--- config.mk ---
export PLATFORM = sky130hd
export DESIGN_NAME = micro_sequencer
export DESIGN_NICKNAME = d
export VERILOG_FILES = /design/src/rtl/micro_sequencer.sv
export SDC_FILE = /design/constraint.sdc
export NUM_CORES = 1
export LEC_CHECK = 0
export CORE_AREA = 2 2 62 64
export DETAILED_ROUTE_END_ITERATION = 12
export DIE_AREA = 0 0 64 66
export SLEW_MARGIN = 20
export SYNTH_ARGS = -nofsm -noshare
export SYNTH_HDL_FRONTEND = slang
export SYNTH_SLANG_ARGS = --single-unit
--- constraint.sdc ---
create_clock -name Clk -period 4.4 [get_ports Clk]
set_input_delay 0.66 -clock Clk [delete_from_list [all_inputs] [get_ports Clk]]
set_output_delay 0.66 -clock Clk [all_outputs]
set_load 0.005 [all_outputs]
--- src/rtl/micro_sequencer.sv ---
// -----------------------------------------------------------------------------
// micro_sequencer
//
// Next-address controller for a microprogrammed control unit. Each cycle it
// selects the next microstore address from the decode encoder, the
// incrementer, the control-register next-address field, a one-level return
// register, or the current address (hold). The choice is steered by a tested
// status bit (MOC, Cond, TBit or constant 0), optionally inverted.
//
// Parameters:
//   AW         address width (microstore depth 2^AW)
//   RESET_ADDR address loaded on reset, also the reset value of Ret
//   TRAP_ADDR  address forced when a MOC wait times out
//   TIMEOUT    max hold evaluations of a wait before trapping (2..255)
//
// Ports:
//   Clk       in   rising-edge clock
//   Reset     in   asynchronous, active-high; clears all state
//   Cond      in   condition-tester result
//   MOC       in   memory operation complete
//   TBit      in   auxiliary test bit (instruction L/U bit)
//   Enc       in   decode-encoder target address
//   CrAddr    in   next-address field from the control register
//   NS        in   next-state select N2N1N0
//   Inv       in   invert the tested bit
//   CondSel   in   test source: 00 MOC, 01 Cond, 10 TBit, 11 constant 0
//   NextAddr  out  combinational next address
//   Addr      out  registered current microstore address
//   Fault     out  registered one-cycle trap pulse
//
// Optional feature (macro MICRO_SEQ_TIMEOUT_EN):
//   Defined     - wait counter and trap to TRAP_ADDR on timeout are built.
//   Not defined - a wait (NS=101, T=0) holds forever and Fault is tied 0.
// -----------------------------------------------------------------------------
module micro_sequencer #(
    parameter int              AW         = 6,
    parameter logic [AW-1:0]   RESET_ADDR = {AW{1'b0}},
    parameter logic [AW-1:0]   TRAP_ADDR  = {AW{1'b1}},
    parameter int              TIMEOUT    = 16
) (
    input  logic          Clk,
    input  logic          Reset,
    input  logic          Cond,
    input  logic          MOC,
    input  logic          TBit,
    input  logic [AW-1:0] Enc,
    input  logic [AW-1:0] CrAddr,
    input  logic [2:0]    NS,
    input  logic          Inv,
    input  logic [1:0]    CondSel,
    output logic [AW-1:0] NextAddr,
    output logic [AW-1:0] Addr,
    output logic          Fault
);

    logic [AW-1:0] addr_q;
    logic [AW-1:0] addr_d;
    logic [AW-1:0] ret_q;
    logic [AW-1:0] ret_d;
    logic [AW-1:0] incr_s;
    logic          src_s;
    logic          t_s;
    logic          hold_s;

`ifdef MICRO_SEQ_TIMEOUT_EN
    localparam int WCW = (TIMEOUT > 2) ? $clog2(TIMEOUT) : 1;
    localparam logic [WCW-1:0] WC_LAST = WCW'(TIMEOUT - 1);

    logic [WCW-1:0] wcnt_q;
    logic [WCW-1:0] wcnt_d;
    logic           fault_q;
    logic           fault_d;
`else
    // Trap parameters have no function in this build; fold them into a sink.
    logic unused_cfg_s;
    assign unused_cfg_s = ^{TRAP_ADDR, 8'(TIMEOUT)};
`endif

    // Tested-bit selection and polarity.
    always_comb begin
        src_s = 1'b0;
        case (CondSel)
            2'b00:   src_s = MOC;
            2'b01:   src_s = Cond;
            2'b10:   src_s = TBit;
            2'b11:   src_s = 1'b0;
            default: src_s = 1'b0;
        endcase
        t_s = src_s ^ Inv;
    end

    assign incr_s = addr_q + {{(AW-1){1'b0}}, 1'b1};

    // Next-address select, return-register update and wait/trap handling.
    always_comb begin
        addr_d = addr_q;
        ret_d  = ret_q;
        hold_s = 1'b0;
        case (NS)
            3'b000:  addr_d = Enc;
            3'b001:  addr_d = incr_s;
            3'b010:  addr_d = CrAddr;
            3'b011:  addr_d = t_s ? CrAddr : incr_s;
            3'b100:  addr_d = t_s ? CrAddr : Enc;
            3'b101: begin
                if (t_s) begin
                    addr_d = incr_s;
                end else begin
                    addr_d = addr_q;
                    hold_s = 1'b1;
                end
            end
            3'b110: begin
                addr_d = CrAddr;
                ret_d  = incr_s;
            end
            3'b111:  addr_d = ret_q;
            default: addr_d = addr_q;
        endcase
`ifdef MICRO_SEQ_TIMEOUT_EN
        wcnt_d  = {WCW{1'b0}};
        fault_d = 1'b0;
        if (hold_s) begin
            // The last permitted evaluation becomes a trap instead of a hold.
            if (wcnt_q == WC_LAST) begin
                addr_d  = TRAP_ADDR;
                fault_d = 1'b1;
            end else begin
                wcnt_d = wcnt_q + {{(WCW-1){1'b0}}, 1'b1};
            end
        end else begin
            wcnt_d = {WCW{1'b0}};
        end
`endif
    end

    // Address and return-register state.
    always_ff @(posedge Clk or posedge Reset) begin
        if (Reset) begin
            addr_q <= RESET_ADDR;
            ret_q  <= RESET_ADDR;
        end else begin
            addr_q <= addr_d;
            ret_q  <= ret_d;
        end
    end

`ifdef MICRO_SEQ_TIMEOUT_EN
    // Wait counter and trap pulse state.
    always_ff @(posedge Clk or posedge Reset) begin
        if (Reset) begin
            wcnt_q  <= {WCW{1'b0}};
            fault_q <= 1'b0;
        end else begin
            wcnt_q  <= wcnt_d;
            fault_q <= fault_d;
        end
    end

    assign Fault = fault_q;
`else
    assign Fault = 1'b0;
`endif

    assign NextAddr = addr_d;
    assign Addr     = addr_q;

endmodule

==> results of run 1 <==
==> cells by family (layout without fill, tap and decap cells) <==
logic type	count (synthesis)	in the layout	share of synthesized area, %
AND/OR/NAND/NOR	44	44	23.6
AO/OA/AOI/OAI	34	34	26.4
buffers and inverters	13	43	5.65
flip-flops	12	12	28.8
multiplexers	9	9	9.73
XOR/XNOR	5	5	4.21
adder cells (fa/ha/maj)	1	1	1.20
other	1	1	0.360
==> layout make-up <==
| type | instances | area, µm² | area share [%] |
|---|---|---|---|
| multi-input cells | 94 | 682 | 47.5 |
| clock buffers | 3 | 22.5 | 1.57 |
| repair buffers | 36 | 355 | 24.8 |
| inverters | 4 | 15.0 | 1.05 |
| well taps | 48 | 60.1 | 4.18 |
| flip-flops and latches | 12 | 300 | 20.9 |
==> metrics by stage <==
stage / power, µW / worst slack (ns) / hold slack, ns / instances / utilization [%]
2_1_floorplan: 266 / 1.92 / 0.450 / 119 / -
3_3_place_gp: 354 / 0.793 / 0.471 / 194 / 39.8
3_5_place_dp: 356 / 0.764 / 0.470 / 194 / 39.8
4_1_cts: 423 / 0.746 / 0.486 / 197 / 40.4
5_1_grt: 448 / 0.629 / 0.528 / 197 / 40.4
6_report: 418 / 0.755 / 0.480 / 197 / 40.4
==> cells in the final DEF (no fill, tap or decap), types with 2 or more instances in the layout <==
master and n:
xor2_1 3, nand3_1 3, mux2_2 5, o21ai_0 10, a21oi_1 3, buf_4 2, nor3_1 2, clkdlybuf4s50_1 34
and3b_1 2, xnor2_1 2, dfrtp_1 12, mux2i_1 3, clkbuf_4 3, inv_1 4, nand2_1 12, a32oi_1 6
o211ai_1 3, nand3b_1 3, nor2b_1 8, a221o_1 2, nor2_1 5
==> routing by layer <==
metal	wire, µm	vias up
li1	-	507
met1	1350	471
met2	1300	30
met3	111	4
met4	42	0
met5	0	-
==> power groups by stage <==
stage	clock network (µW)	registers (µW)	logic [µW]
after floorplan	0	165	101
after global placement	0	170	184
after detailed placement	0	171	185
after CTS	66.9	169	187
after global routing	70.8	173	204
final	63.8	170	184
==> registers in the layout, summed over array words and instances, names as in the netlist <==
signal,cells
Addr,6
ret_q,6
==> worst max path at each step <==
stage	startpoint	end	slack, ns
after floorplan	CondSel[1]	NextAddr[2]	1.92
after global placement	CondSel[0]	NextAddr[5]	0.79
after detailed placement	CondSel[0]	NextAddr[5]	0.76
after CTS	CondSel[0]	NextAddr[2]	0.75
after global routing	CondSel[0]	NextAddr[1]	0.63
final	CondSel[0]	NextAddr[1]	0.76
==> worst max-delay path, stage by stage <==
cell	delay (ns)
clkdlybuf4s50_1	0.52
mux2_4	0.35
a211o_4	0.38
a31oi_4	0.23
a32oi_1	0.08
o211ai_1	0.22
clkdlybuf4s50_1	0.54
==> out/metrics.cfg, run 1 <==
[clock_network]
post_cts_buffers = 0
h-tree-depth = 1
cts_resized = 0
cts.sinks = 12
insertion_delay_ns = 0.27
cts_tree = yes
root_buffer = clkbuf_4
cts_hold_buf = 0
numCtsBuffers = 3
cts_buffer_depth = 2
clkTransAtPathRegs_ns = 0.07

[floorplan]
die_x_um = 64
die_y_um = 66
die_area_mm2 = 0.00422
fp.coreArea_mm2 = 0.00355
rows = 22
io_pins = 36
initial_core_util_pct = 29.3

[worst_setup_path]
r2r_setup_slack_ns = 2.69
rr_startpoint = Addr[0]
timing.rr.end = Addr[4]
cp_max_fo = 5
r2r_cells = 6
worstPathArrival_ns = 2.98
worstSetupPathType = input port to output port
worst_ep_required_time_ns = 3.74
end_kind = output port
cp-start-kind = input port

[placement]
portBuffers = 34
dpl_cell_area_mm2 = 0.00141
place.gp.congestion = 0.863
hpwl_mm = 2.17

[drt]
drt-vias-per-instance = 5.14
drt-total-wl_mm = 2.80
dr_total_vias = 1012
first_iter_violations = 27
drc = 0
final_antenna_net_count = 0
dr.pass1.iters = 4
routedWlPerCell_um = 14.2

[logic_synthesis]
yosysTopAreaCellShare_pct = 28.8
netlist_top_cells_area = dfrtp_1 (29%), mux2_2 (5.4%), a32oi_1 (5.0%), nor2b_1 (4.8%), o21ai_0 (4.8%)
syn_area_per_cell_um2 = 8.75
synthTopCellsByCount = dfrtp_1 (12), nand2_1 (12), o21ai_0 (10)
synth-seq-area-share_pct = 28.8
syn_inst = 119
ys_ff_latch = 12
synth_edf_count = 0
synth_nets = 143
yosysWarnings = 0
synth_cell_types = 44
syn_area_mm2 = 0.00104
synth_ff_type = dfrtp_1
yosys.area.top_type = dfrtp_1
async_flop_share_pct = 100

[sta]
tightest_slew_ns = 0.591
finalMaxSlewViolations = 0
setup_violations = 0
setup_tns_ns = 0
skew_ns = 0.00440
rsz0062_at_grt = false
finalHoldViolCount = 0
slew_headroom_pct = 60.5
finalCritPeriodShare_pct = 82.8
max_freq_ghz = 0.274
fin_crit_ns = 3.64

[pwr]
p_comb_share_pct = 44.1
power.internal_uw = 283
power_density_mw_per_mm2 = 291
p_leak_uw = 0.000565
p_sw_uw = 135
p_seq_share_pct = 40.7
vdd_drop_max_mv = 0.224
switching_share_pct = 32.4
clkPwrFrac_pct = 15.3

[finish]
fillerInstances = 365
drive_gt1_share_pct = 11.4
diodes = 0
area_delta_synth_final_pct = 37.9
nNetsFinal = 175
postLayoutCellArea_mm2 = 0.00144

[global_route]
use_met1_pct = 18.4
grt.busiest_layer = met2
grtUsageMet3_pct = 1.19
gr-usage-met2_pct = 22.9
grt_max_degree = 19
grt_pass1_wl_mm = 4.60
grt-ovfl-total = 0
grt_pass1_vias = 986
antenna_found_initial = 0
track_usage_pct = 13.8

[run]
max-cap-violations = 0

[min_path]
holdPathEnd = ret_q[3]
hold_depth = 2
hold_class = flip-flop to flip-flop
hold_path_startpoint = ret_q[3]

[status]
outcome = finished clean

No activity file was read; power rests on OpenSTA's default activity.
==> run 2: changes to the inputs <==
Clock period 4.4 ns to 3.5 ns, I/O delays scaled along.
==> run 2 against run 1 <==
  * Final cell count increased by 3.0%
  * Setup slack got worse by 0.64 ns
  * Critical path depth unchanged
  * Combinational power increased by 31%
  * Sequential share of layout area decreased by 0.76 points
  * Highest routed layer unchanged
==> out/metrics.cfg, run 2 (synthesized netlist as in run 1, its figures left out) <==
[pwr]
p_comb_share_pct = 42.7
clkPwrFrac_pct = 19.4
power.internal_uw = 384
p_leak_uw = 0.000608
vdd_drop_max_mv = 0.185
p_seq_share_pct = 37.9
switching_share_pct = 31.9
p_sw_uw = 180
power_density_mw_per_mm2 = 379

[finish]
nNetsFinal = 180
regArea_um2 = 300
diodes = 0
postLayoutCellArea_mm2 = 0.00149
drive_gt1_share_pct = 14.8
area_delta_synth_final_pct = 43.0
fillerInstances = 357
fin_util_pct = 41.9
layout_commonest_cell = clkdlybuf4s50_1
multiInputGateArea_um2 = 682
final_cell_mix = clkdlybuf4s50_1 (33), dfrtp_1 (12), nand2_1 (12)

[clock_network]
cts.sinks = 12
insertion_delay_ns = 0.27
clkTransAtPathRegs_ns = 0.07
h-tree-depth = 1
numCtsBuffers = 3
cts_tree = yes
root_buffer = clkbuf_4
cts_buffer_depth = 2

[worst_setup_path]
crit_chain = clkdlybuf4s50_1 > mux2_4 > a211o_4 > a31oi_4 > a32oi_1 > o211ai_1 > clkdlybuf4s50_1
cp-start-kind = input port
critPathLaunch = CondSel[0]
rr_startpoint = Addr[0]
critPathSlowestCell = clkdlybuf4s50_1
worstPathArrival_ns = 2.86
crit_family = buffers and inverters
end_kind = output port
timing.rr.end = Addr[4]
r2r_setup_slack_ns = 1.75
cpPeakStageDelay_ns = 0.55
r2r_cells = 6
cp_num_cells = 7
cp_max_fo = 5
worst_ep_required_time_ns = 2.97
worstSetupPathType = input port to output port
crit_buf_inv = 2
endpoint = NextAddr[5]
cp_common_cell = clkdlybuf4s50_1

[drt]
routedWlPerCell_um = 14.2
first_iter_violations = 69
drc = 0
final_antenna_net_count = 0
dr.pass1.iters = 4
drt-vias-per-instance = 5.27
drt-total-wl_mm = 2.89
dr_total_vias = 1069

[min_path]
hold_path_startpoint = ret_q[0]
hold_class = flip-flop to flip-flop

[sta]
finalCritPeriodShare_pct = 96.8
whs_ns = 0.491
fin_ws_ns = 0.113
setup_tns_ns = 0
skew_ns = 0.000428
fin_crit_ns = 3.39
finalMaxSlewViolations = 0
max_freq_ghz = 0.295
finalHoldViolCount = 0
setup_violations = 0
rsz0062_at_grt = false

[run]
max-cap-violations = 0

[global_route]
grt_max_degree = 17
track_usage_pct = 13.9
grt_pass1_wl_mm = 4.71
grt-ovfl-total = 0
antenna_found_initial = 0
grt_pass1_vias = 1019

[placement]
dp_worst_setup_slack_ns = 0.122
hpwl_mm = 2.22
place.gp.congestion = 0.864
portBuffers = 34
dpl_cell_area_mm2 = 0.00144

[floorplan]
die_y_um = 66
die_area_mm2 = 0.00422
rows = 22
io_pins = 36
fp.coreArea_mm2 = 0.00355
initial_core_util_pct = 29.3
die_x_um = 64

[status]
outcome = finished clean

==> run 2: cell types whose count changed in the layout (fill, tap and decap cells not counted), sizes merged <==
cell,before,now
buf,2,7
clkbuf,3,4
clkdlybuf4s50,34,33
dlymetal6s2s,0,1
==> run 2: what timing repair did <==
item,4_1_cts,5_1_grt
resized for setup,0,1
setup endpoints to repair,0,1
hold buffers,0,0
buffers inserted,0,1
==> run 2: through the flow <==
step / cells / power [µW]
floorplan: 119 / 335
global placement: 198 / 449
detailed placement: 198 / 453
CTS: 202 / 566
global route: 203 / 598
finish: 203 / 564
==> run 2: cell type report <==
class,count,area share (%)
Multi-Input combinational cell,94,45.8
Timing Repair Buffer,41,26.6
Sequential cell,12,20.2
Tap cell,48,4.03
Clock buffer,4,2.44
Inverter,4,1.01
==> run 2: worst min path at each step <==
stage / slack (ns) / endpoint / cells past startpoint
floorplan: 0.39 / Addr[0] / 1
global placement: 0.47 / ret_q[0] / 2
detailed placement: 0.47 / ret_q[0] / 2
CTS: 0.49 / ret_q[0] / 2
global route: 0.51 / ret_q[3] / 2
finish: 0.49 / ret_q[0] / 2
==> run 2: tightest hold or removal path, stage by stage (launching register included) <==
cell,delay (ns)
dfrtp_1,0.35
nand2_1,0.05
o21ai_0,0.06
==> run 2: metal layers <==
layer / vias up / share of wire, % / GRT usage, %
met3: 4 / 6.0 / 1.36
met2: 44 / 49 / 23.0
li1: 514 / - / -
met5: - / 0 / 0
met1: 507 / 44 / 18.1
met4: 0 / 1.3 / 6.79
==> run 2: power by group through the flow <==
stage / clock network (µW) / registers (µW) / logic (µW)
2_1_floorplan: 0 / 207 / 127
3_3_place_gp: 0 / 214 / 235
3_5_place_dp: 0 / 216 / 238
4_1_cts: 113 / 213 / 239
5_1_grt: 118 / 218 / 262
6_report: 109 / 214 / 241
